--- config.mk ---
export PLATFORM = sky130hd
export DESIGN_NAME = alu_issue_stage
export DESIGN_NICKNAME = d
export VERILOG_FILES = /design/src/rtl/alu_pkg.sv /design/src/rtl/alu_fwd_mux.sv /design/src/rtl/alu_issue_stage.sv
export SDC_FILE = /design/constraint.sdc
export NUM_CORES = 1
export LEC_CHECK = 0
export ABC_CLOCK_PERIOD_IN_PS = 6200
export CORE_MARGIN = 10
export CORE_UTILIZATION = 25
export CTS_CLUSTER_SIZE = 12
export DETAILED_ROUTE_END_ITERATION = 8
export HOLD_SLACK_MARGIN = 0.06
export PLACE_DENSITY_LB_ADDON = 0.2
export SYNTH_ARGS = -nofsm -noshare
export SYNTH_HDL_FRONTEND = slang
export SYNTH_HIERARCHICAL = 1
export SYNTH_SLANG_ARGS = --single-unit
--- constraint.sdc ---
create_clock -name clk -period 6.2 [get_ports clk]
set_input_delay 0.62 -clock clk [delete_from_list [all_inputs] [get_ports clk]]
set_output_delay 0.62 -clock clk [all_outputs]
set_load 0.01 [all_outputs]
--- src/rtl/alu_pkg.sv ---
// Shared ALU definitions: opcode encodings, default widths and opcode legality.
package alu_pkg;

  localparam int XLEN_DEF  = 32;
  localparam int RADDR_DEF = 5;
  localparam int CNTW_DEF  = 16;

  localparam logic [2:0] ALU_AND = 3'b000;
  localparam logic [2:0] ALU_OR  = 3'b001;
  localparam logic [2:0] ALU_ADD = 3'b010;
  localparam logic [2:0] ALU_NOR = 3'b100;
  localparam logic [2:0] ALU_XOR = 3'b101;
  localparam logic [2:0] ALU_SUB = 3'b110;

  function automatic logic is_legal_op(input logic [2:0] op);
    return op inside {ALU_AND, ALU_OR, ALU_ADD, ALU_NOR, ALU_XOR, ALU_SUB};
  endfunction

endpackage

--- src/rtl/alu_fwd_mux.sv ---
// Resolves one source operand from EX/MEM, MEM/WB or the register file; r0 reads as zero.
// Purely combinational; EX wins over WB, and an in-flight load never forwards.
module alu_fwd_mux import alu_pkg::*; #(
  parameter int XLEN  = XLEN_DEF,
  parameter int RADDR = RADDR_DEF
) (
  input  logic [RADDR-1:0] src,
  input  logic [XLEN-1:0]  rf_data,
  input  logic             ex_wen,
  input  logic             ex_load,
  input  logic [RADDR-1:0] ex_rd,
  input  logic [XLEN-1:0]  ex_data,
  input  logic             wb_wen,
  input  logic [RADDR-1:0] wb_rd,
  input  logic [XLEN-1:0]  wb_data,
  output logic [XLEN-1:0]  operand
);

  always_comb begin
    operand = rf_data;
    if (src == '0)
      operand = '0;
    else if (ex_wen && !ex_load && ex_rd == src)
      operand = ex_data;
    else if (wb_wen && wb_rd == src)
      operand = wb_data;
  end

endmodule

--- src/rtl/alu_issue_stage.sv ---
// ID/EX register feeding the ALU: forwarding, load-use stall, flush, saturating stall counter.
// One-cycle latency; in_ready drops on load-use hazard or when the held op is not consumed.
module alu_issue_stage import alu_pkg::*; #(
  parameter int XLEN  = XLEN_DEF,
  parameter int RADDR = RADDR_DEF,
  parameter int CNTW  = CNTW_DEF
) (
  input  logic             clk,
  input  logic             reset,
  input  logic             in_valid,
  output logic             in_ready,
  input  logic [RADDR-1:0] in_rs,
  input  logic [RADDR-1:0] in_rt,
  input  logic [XLEN-1:0]  in_rs_data,
  input  logic [XLEN-1:0]  in_rt_data,
  input  logic [XLEN-1:0]  in_imm,
  input  logic             in_use_imm,
  input  logic [2:0]       in_op,
  input  logic             in_unsig,
  input  logic [RADDR-1:0] in_rd,
  input  logic             in_flush,
  input  logic             ex_wen,
  input  logic [RADDR-1:0] ex_rd,
  input  logic [XLEN-1:0]  ex_data,
  input  logic             ex_load,
  input  logic             wb_wen,
  input  logic [RADDR-1:0] wb_rd,
  input  logic [XLEN-1:0]  wb_data,
  output logic             out_valid,
  input  logic             out_ready,
  output logic [XLEN-1:0]  a,
  output logic [XLEN-1:0]  b,
  output logic [2:0]       op,
  output logic             unsig,
  output logic [RADDR-1:0] out_rd,
  output logic             out_illegal,
  output logic [CNTW-1:0]  stall_count
);

  localparam logic [CNTW-1:0] CNT_ONE = {{(CNTW-1){1'b0}}, 1'b1};

  logic            src_a_used;
  logic            src_b_used;
  logic            hazard;
  logic            space;
  logic            accept;
  logic            stall_inc;
  logic [XLEN-1:0] fwd_a;
  logic [XLEN-1:0] fwd_b;

  assign src_a_used = (in_rs != '0);
  assign src_b_used = !in_use_imm && (in_rt != '0);

  // Load result is not available until after MEM, so a dependent op must wait a cycle.
  assign hazard = in_valid && ex_load && ex_wen && (ex_rd != '0) &&
                  ((src_a_used && ex_rd == in_rs) || (src_b_used && ex_rd == in_rt));

  assign space     = !out_valid || out_ready;
  assign in_ready  = in_flush || (space && !hazard);
  assign accept    = in_valid && in_ready && !in_flush;
  assign stall_inc = hazard && space && !in_flush;

  alu_fwd_mux #(.XLEN(XLEN), .RADDR(RADDR)) u_fwd_a (
    .src(in_rs), .rf_data(in_rs_data),
    .ex_wen(ex_wen), .ex_load(ex_load), .ex_rd(ex_rd), .ex_data(ex_data),
    .wb_wen(wb_wen), .wb_rd(wb_rd), .wb_data(wb_data),
    .operand(fwd_a)
  );

  alu_fwd_mux #(.XLEN(XLEN), .RADDR(RADDR)) u_fwd_b (
    .src(in_rt), .rf_data(in_rt_data),
    .ex_wen(ex_wen), .ex_load(ex_load), .ex_rd(ex_rd), .ex_data(ex_data),
    .wb_wen(wb_wen), .wb_rd(wb_rd), .wb_data(wb_data),
    .operand(fwd_b)
  );

  // A flush clears only the valid bit; the data registers keep their last contents.
  always_ff @(posedge clk or posedge reset) begin
    if (reset) begin
      out_valid   <= 1'b0;
      a           <= '0;
      b           <= '0;
      op          <= ALU_AND;
      unsig       <= 1'b0;
      out_rd      <= '0;
      out_illegal <= 1'b0;
    end else if (in_flush) begin
      out_valid <= 1'b0;
    end else if (accept) begin
      out_valid   <= 1'b1;
      a           <= fwd_a;
      b           <= in_use_imm ? in_imm : fwd_b;
      op          <= in_op;
      unsig       <= in_unsig;
      out_rd      <= in_rd;
      out_illegal <= !is_legal_op(in_op);
    end else if (out_valid && out_ready) begin
      out_valid <= 1'b0;
    end
  end

  always_ff @(posedge clk or posedge reset) begin
    if (reset)
      stall_count <= '0;
    else if (stall_inc && stall_count != '1)
      stall_count <= stall_count + CNT_ONE;
  end

endmodule

======== After elaboration in Yosys (flattened, before gate mapping) ========
Cells that the tools add are included.
word-level totals
  bits in registers ....................... 91
  bits in latches ......................... 0
  RAM bits ................................ 0
  bits in read-only memories .............. 0
  input port bits ......................... 198
  word-level logic and storage cells ...... 67
  memories ................................ 0
operators by class
  add/subtract/negate cells ............... 1
  $mul .................................... 0
  div/mod/pow operators ................... 0
  $lt $le $gt $ge ......................... 0
  eq/ne operators ......................... 10
  shift operators ......................... 0
  mux-type cells .......................... 10
  bitwise logic cells ..................... 1
  reductions and logical operators ........ 37
operator list
  kind                                                                    number
  32-bit two-way mux                                                      7
  5-bit equality test                                                     4
  1-bit logical AND                                                       19
  16-bit by 1-bit adder with 16-bit output (second input constant)        1
  16-bit inequality test (second input constant)                          1
  5-bit nonzero test                                                      3
  5-bit logical NOT                                                       2
  3-bit equality test (second input constant)                             3
  1-bit logical NOT                                                       6
  6-bit nonzero test                                                      1
  3-bit by 1-bit equality test with 1-bit output (second input constant)  1
  3-bit by 2-bit equality test with 1-bit output (second input constant)  1
  3-bit logical NOT                                                       1
  1-bit logical OR                                                        3
  1-bit two-way mux                                                       3
  3-bit nonzero test                                                      1
  2-bit AND reduction                                                     1
  1-bit inverter                                                          1

======== Depth between registers and ports, before layout ========
  word-level depth ........................ 12
  gate-level depth with buffers ........... 7

======== By module ========
Netlist, hierarchy kept.
modules (own cells, without submodules)
  module           instances  cells an instance  area each (um^2)  seq. area each (um^2)
  alu_issue_stage  1          300                4,369.2           2,277.2
  alu_fwd_mux      2          176                1,079.8           0.0

======== Worst setup path after synthesis ========
No wires, ideal clock.
  path kind ............................... input to output
  start point ............................. input port in_rt[0]
  end point ............................... output port in_ready
  data arrival time ....................... 1.947 ns
  data required time ...................... 5.580 ns
  setup slack ............................. 3.633 ns
  stages .................................. 6
  cell sequence ........................... nor4_1 > nor3_1 > o211ai_1 > clkbuf_1 > a21oi_1 > o21bai_1
on the way
  longest elaborated chain between the ends .. 8
  elaborated cells on any way between the ends .. 9
RTL lines
  what                 RTL line               source
  from (decl)          alu_issue_stage.sv:13  input logic [RADDR-1:0] in_rt,
  5-bit nonzero test   alu_issue_stage.sv:52  assign src_b_used = !in_use_imm && (in_rt != '0);
  1-bit logical AND    alu_issue_stage.sv:52
  1-bit logical AND *  alu_issue_stage.sv:56  ((src_a_used && ex_rd == in_rs) || (src_b_used && ex_rd == in_rt));
  1-bit logical OR *   alu_issue_stage.sv:56
  1-bit logical AND *  alu_issue_stage.sv:55  assign hazard = in_valid && ex_load && ex_wen && (ex_rd != '0) &&
  1-bit logical NOT *  alu_issue_stage.sv:59  assign in_ready = in_flush || (space && !hazard);
  1-bit logical AND *  alu_issue_stage.sv:59
  1-bit logical OR *   alu_issue_stage.sv:59
  to (decl)            alu_issue_stage.sv:11  output logic in_ready,
Every way passes the cells marked *; elsewhere a longest branch is shown, timed or not.

======== Final worst setup path ========
  start point ............................. input port ex_rd[2]
  end point ............................... output port in_ready
on the way
  longest elaborated chain between the ends .. 7
  elaborated cells on any way between the ends .. 11
RTL lines
  what                 RTL line               source
  from (decl)          alu_issue_stage.sv:23  input logic [RADDR-1:0] ex_rd,
  5-bit equality test  alu_issue_stage.sv:56
  1-bit logical AND    alu_issue_stage.sv:56
  1-bit logical OR     alu_issue_stage.sv:56
  1-bit logical AND *  alu_issue_stage.sv:55
  1-bit logical NOT *  alu_issue_stage.sv:59
  1-bit logical AND *  alu_issue_stage.sv:59
  1-bit logical OR *   alu_issue_stage.sv:59
Marks and branches as above.

==> impl_metrics.csv <==
group,metric,value,unit
routing,drtIter0Drc,477,
grt,overflow,0,
power,pwr-share-comb,36.4,%
placed_design,dpl.hpwl,21400,um
routing,routed_wl,30700,um
power,p_leak,3.69,nW
timing,fmax,281,MHz
clock_network,numCtsBuffers,9,
power,switching_power,0.646,mW
timing,max-slew-margin-rel,18.2,%
logic_synthesis,ys_seq_area_share,34.9,%
timing,fin_crit,3.55,ns
logic_synthesis,synth_cell_types,40,
timing,period_share,57.3,%
worst_setup_path,cp-endpoint,"in_ready",
cells_and_area,drive_gt1_share,17.0,%
worst_setup_path,cp-end-kind,"primary output",
logic_synthesis,synth_cells,652,
placed_design,place_ws,2.56,ns
routing,first_pass_iters,5,
worst_setup_path,arrival,2.93,ns
grt,first_global_vias,7060,
outcome,status,"finished clean",
logic_synthesis,synth_seq_cells,91,
placed_design,port_buffers,289,
clock_network,insertion_delay,0.35,ns
power,p_int,1.49,mW
worst_setup_path,startpoint_type,"primary input",
logic_synthesis,yosys_warnings,6,
die,boundaryPins,290,
power,p_per_area,214,nW/um^2
die,coreArea,25900,um^2
worst_setup_path,r2r_cells,7,
worst_setup_path,cp_max_fo,5,
worst_setup_path,worstReg2RegStart,"stall_count[0]",
clock_network,ctsResizeCount,0,
timing,tns,0,ns
cells_and_area,fillers,2633,
cells_and_area,final_common_cell,"clkdlybuf4s50_1",
clock_network,path_clk_slew,0.07,ns
logic_synthesis,synth.cell_area,6530,um^2
worst_setup_path,crit_start,"ex_rd[2]",
logic_synthesis,syn_nets,851,
die,die_h,182,um
die,die_w,182,um
logic_synthesis,ys.flop_type,"dfrtp_1",
power,total_power,2.14,mW
clock_network,clock_path_buffers,2,
power,power_frac_clock,28.3,%
grt,grt_util_all_layers,17.9,%
clock_network,ctsHoldBuffers,0,
grt,grt_max_degree,67,
routing,vias,6666,
routing,ant_nets,0,
power,seq_power_share,35.4,%
cells_and_area,utilization,38.5,%
timing,slew_violations,0,
routing,drcViolationCount,0,
die,start_util,25.2,%
cells_and_area,nNetsFinal,1094,
clock_network,ctsHtreeMaxLevel,3,
grt,grt_first_pass_wirelength,46300,um
timing,setup_viol,0,
die,die_area,33000,um^2
cells_and_area,register_area,2280,um^2
worst_setup_path,rrSetupSlack,3.98,ns
clock_network,cts.sinks,91,
clock_network,cts-root-buf,"clkbuf_16",
timing,hold_viol,0,
clock_network,tritoncts,"built",
worst_setup_path,worst-setup-path-type,"in -> out",
worst_setup_path,worst_ep_required_time,5.58,ns
timing,finClkSkew,0.0120,ns
logic_synthesis,synth-edff-count,0,
logic_synthesis,syn_avg_cell_area,10.0,um^2
logic_synthesis,async_flop_share,100,%
placed_design,gp_congestion,0.781,
timing,rsz0062_at_grt,"no",
hold_path,worstHoldPathType,"reg -> reg",
timing,tightest_slew,1.22,ns
flow_run,cap_violations,0,
routing,via_per_inst,5.39,
cells_and_area,layout_common_cells,"clkdlybuf4s50_1 (287), dfrtp_1 (91), nor3_1 (67)",
cells_and_area,multiInputGateArea,3940,um^2
routing,routedWlPerCell,24.8,um
power,peakVddDrop,0.000111,V
timing,timing.final.ws_setup,2.65,ns
timing,hold-worst-slack,0.499,ns
clock_network,post_cts_buffers,0,
grt,antenna_found_initial,2,
worst_setup_path,rr_endpoint,"stall_count[15]",
cells_and_area,syn_to_final_growth,52.6,%
hold_path,min_delay_path_depth,1,
die,rows,59,
power,switching_share,30.2,%
## cell type report
type	instances	area share, %
timing repair buffer	304	30.1
clock inverter	5	0.603
multi-input combinational	486	39.6
tap	335	4.21
clock buffer	11	2.54
inverter	3	0.138
sequential	91	22.9
antenna	1	0.0251
## per-stage QoR
step,std cells,area (um^2)
after floorplan,652,6530
after global placement,1219,9650
after detailed placement,1219,9650
after CTS,1235,9960
after global routing,1235,9960
final,1236,9960
## logic make-up (layout without fill, tap and decap cells)
family	Yosys count	in the layout	synth area share, %
adder cells (fa/ha/maj)	1	1	0.192
multiplexers	107	107	21.2
AND/OR/NAND/NOR	178	178	15.6
AO/OA/AOI/OAI	156	156	16.8
other	0	1	0
flip-flops	91	91	34.9
buffers and inverters	75	323	5.40
XOR/XNOR	44	44	5.90
## power groups by stage
stage               logic, mW  registers, mW  clock network (mW)
CTS                     0.788          0.756               0.634
detailed placement      0.785          0.765                   0
floorplan               0.289          0.806                   0
global route            0.825          0.772               0.653
finish                  0.777          0.756               0.603
global placement        0.781          0.765                   0
## state kept, by name (all words and copies together), names as in the netlist
name	flops
a	32
out_valid	1
out_rd	5
stall_count	16
out_illegal	1
unsig	1
op	3
b	32
## worst max-delay path, cell delays in order
cell and delay (ns):
clkdlybuf4s50_1 0.54, or4_1 0.61, o2111ai_1 0.35, a21oi_1 0.10
o21bai_1 0.16, clkdlybuf4s50_1 0.56
## synth_stat cells (2+ instances only)
cell type	instances	area (um^2)
dfrtp_1	91	2280
nor3_1	67	335
nand4_1	66	413
o21ai_0	63	315
a311oi_1	58	508
mux2_2	58	653
mux2_4	48	721
clkbuf_1	43	161
xor2_1	24	210
buf_2	21	105
xnor2_1	20	175
a211oi_1	16	120
nand3_1	10	50.1
nand2_1	8	30.0
buf_6	6	67.6
and4_1	5	43.8
nor2_1	5	18.8
o22a_1	4	35.0
inv_1	3	11.3
nand3b_1	3	22.5
o21ai_1	3	15.0
or4_1	3	22.5
a2111oi_0	2	17.5
a21oi_1	2	10.0
a311oi_2	2	30.0
and2_1	2	12.5
and3_1	2	12.5
buf_1	2	7.51
nand4_2	2	25.0
o211ai_1	2	15.0
or2_1	2	12.5
## how the worst min path moves through the flow
stage,end,slack [ns],from
floorplan,stall_count[12],0.52,stall_count[12]
CTS,stall_count[12],0.50,stall_count[12]
global route,stall_count[12],0.52,stall_count[12]
detailed placement,stall_count[12],0.49,stall_count[12]
finish,stall_count[12],0.50,stall_count[12]
global placement,stall_count[12],0.48,stall_count[12]
## per-layer routing
layer	global-route usage, %	vias to the layer above	share of wire (%)
li1	-	3053	-
met1	23.3	3277	45
met2	28.4	295	46
met3	4.93	41	7.3
met4	4.49	0	1.6
met5	0	-	0
No activity file was read; power rests on OpenSTA's default activity.
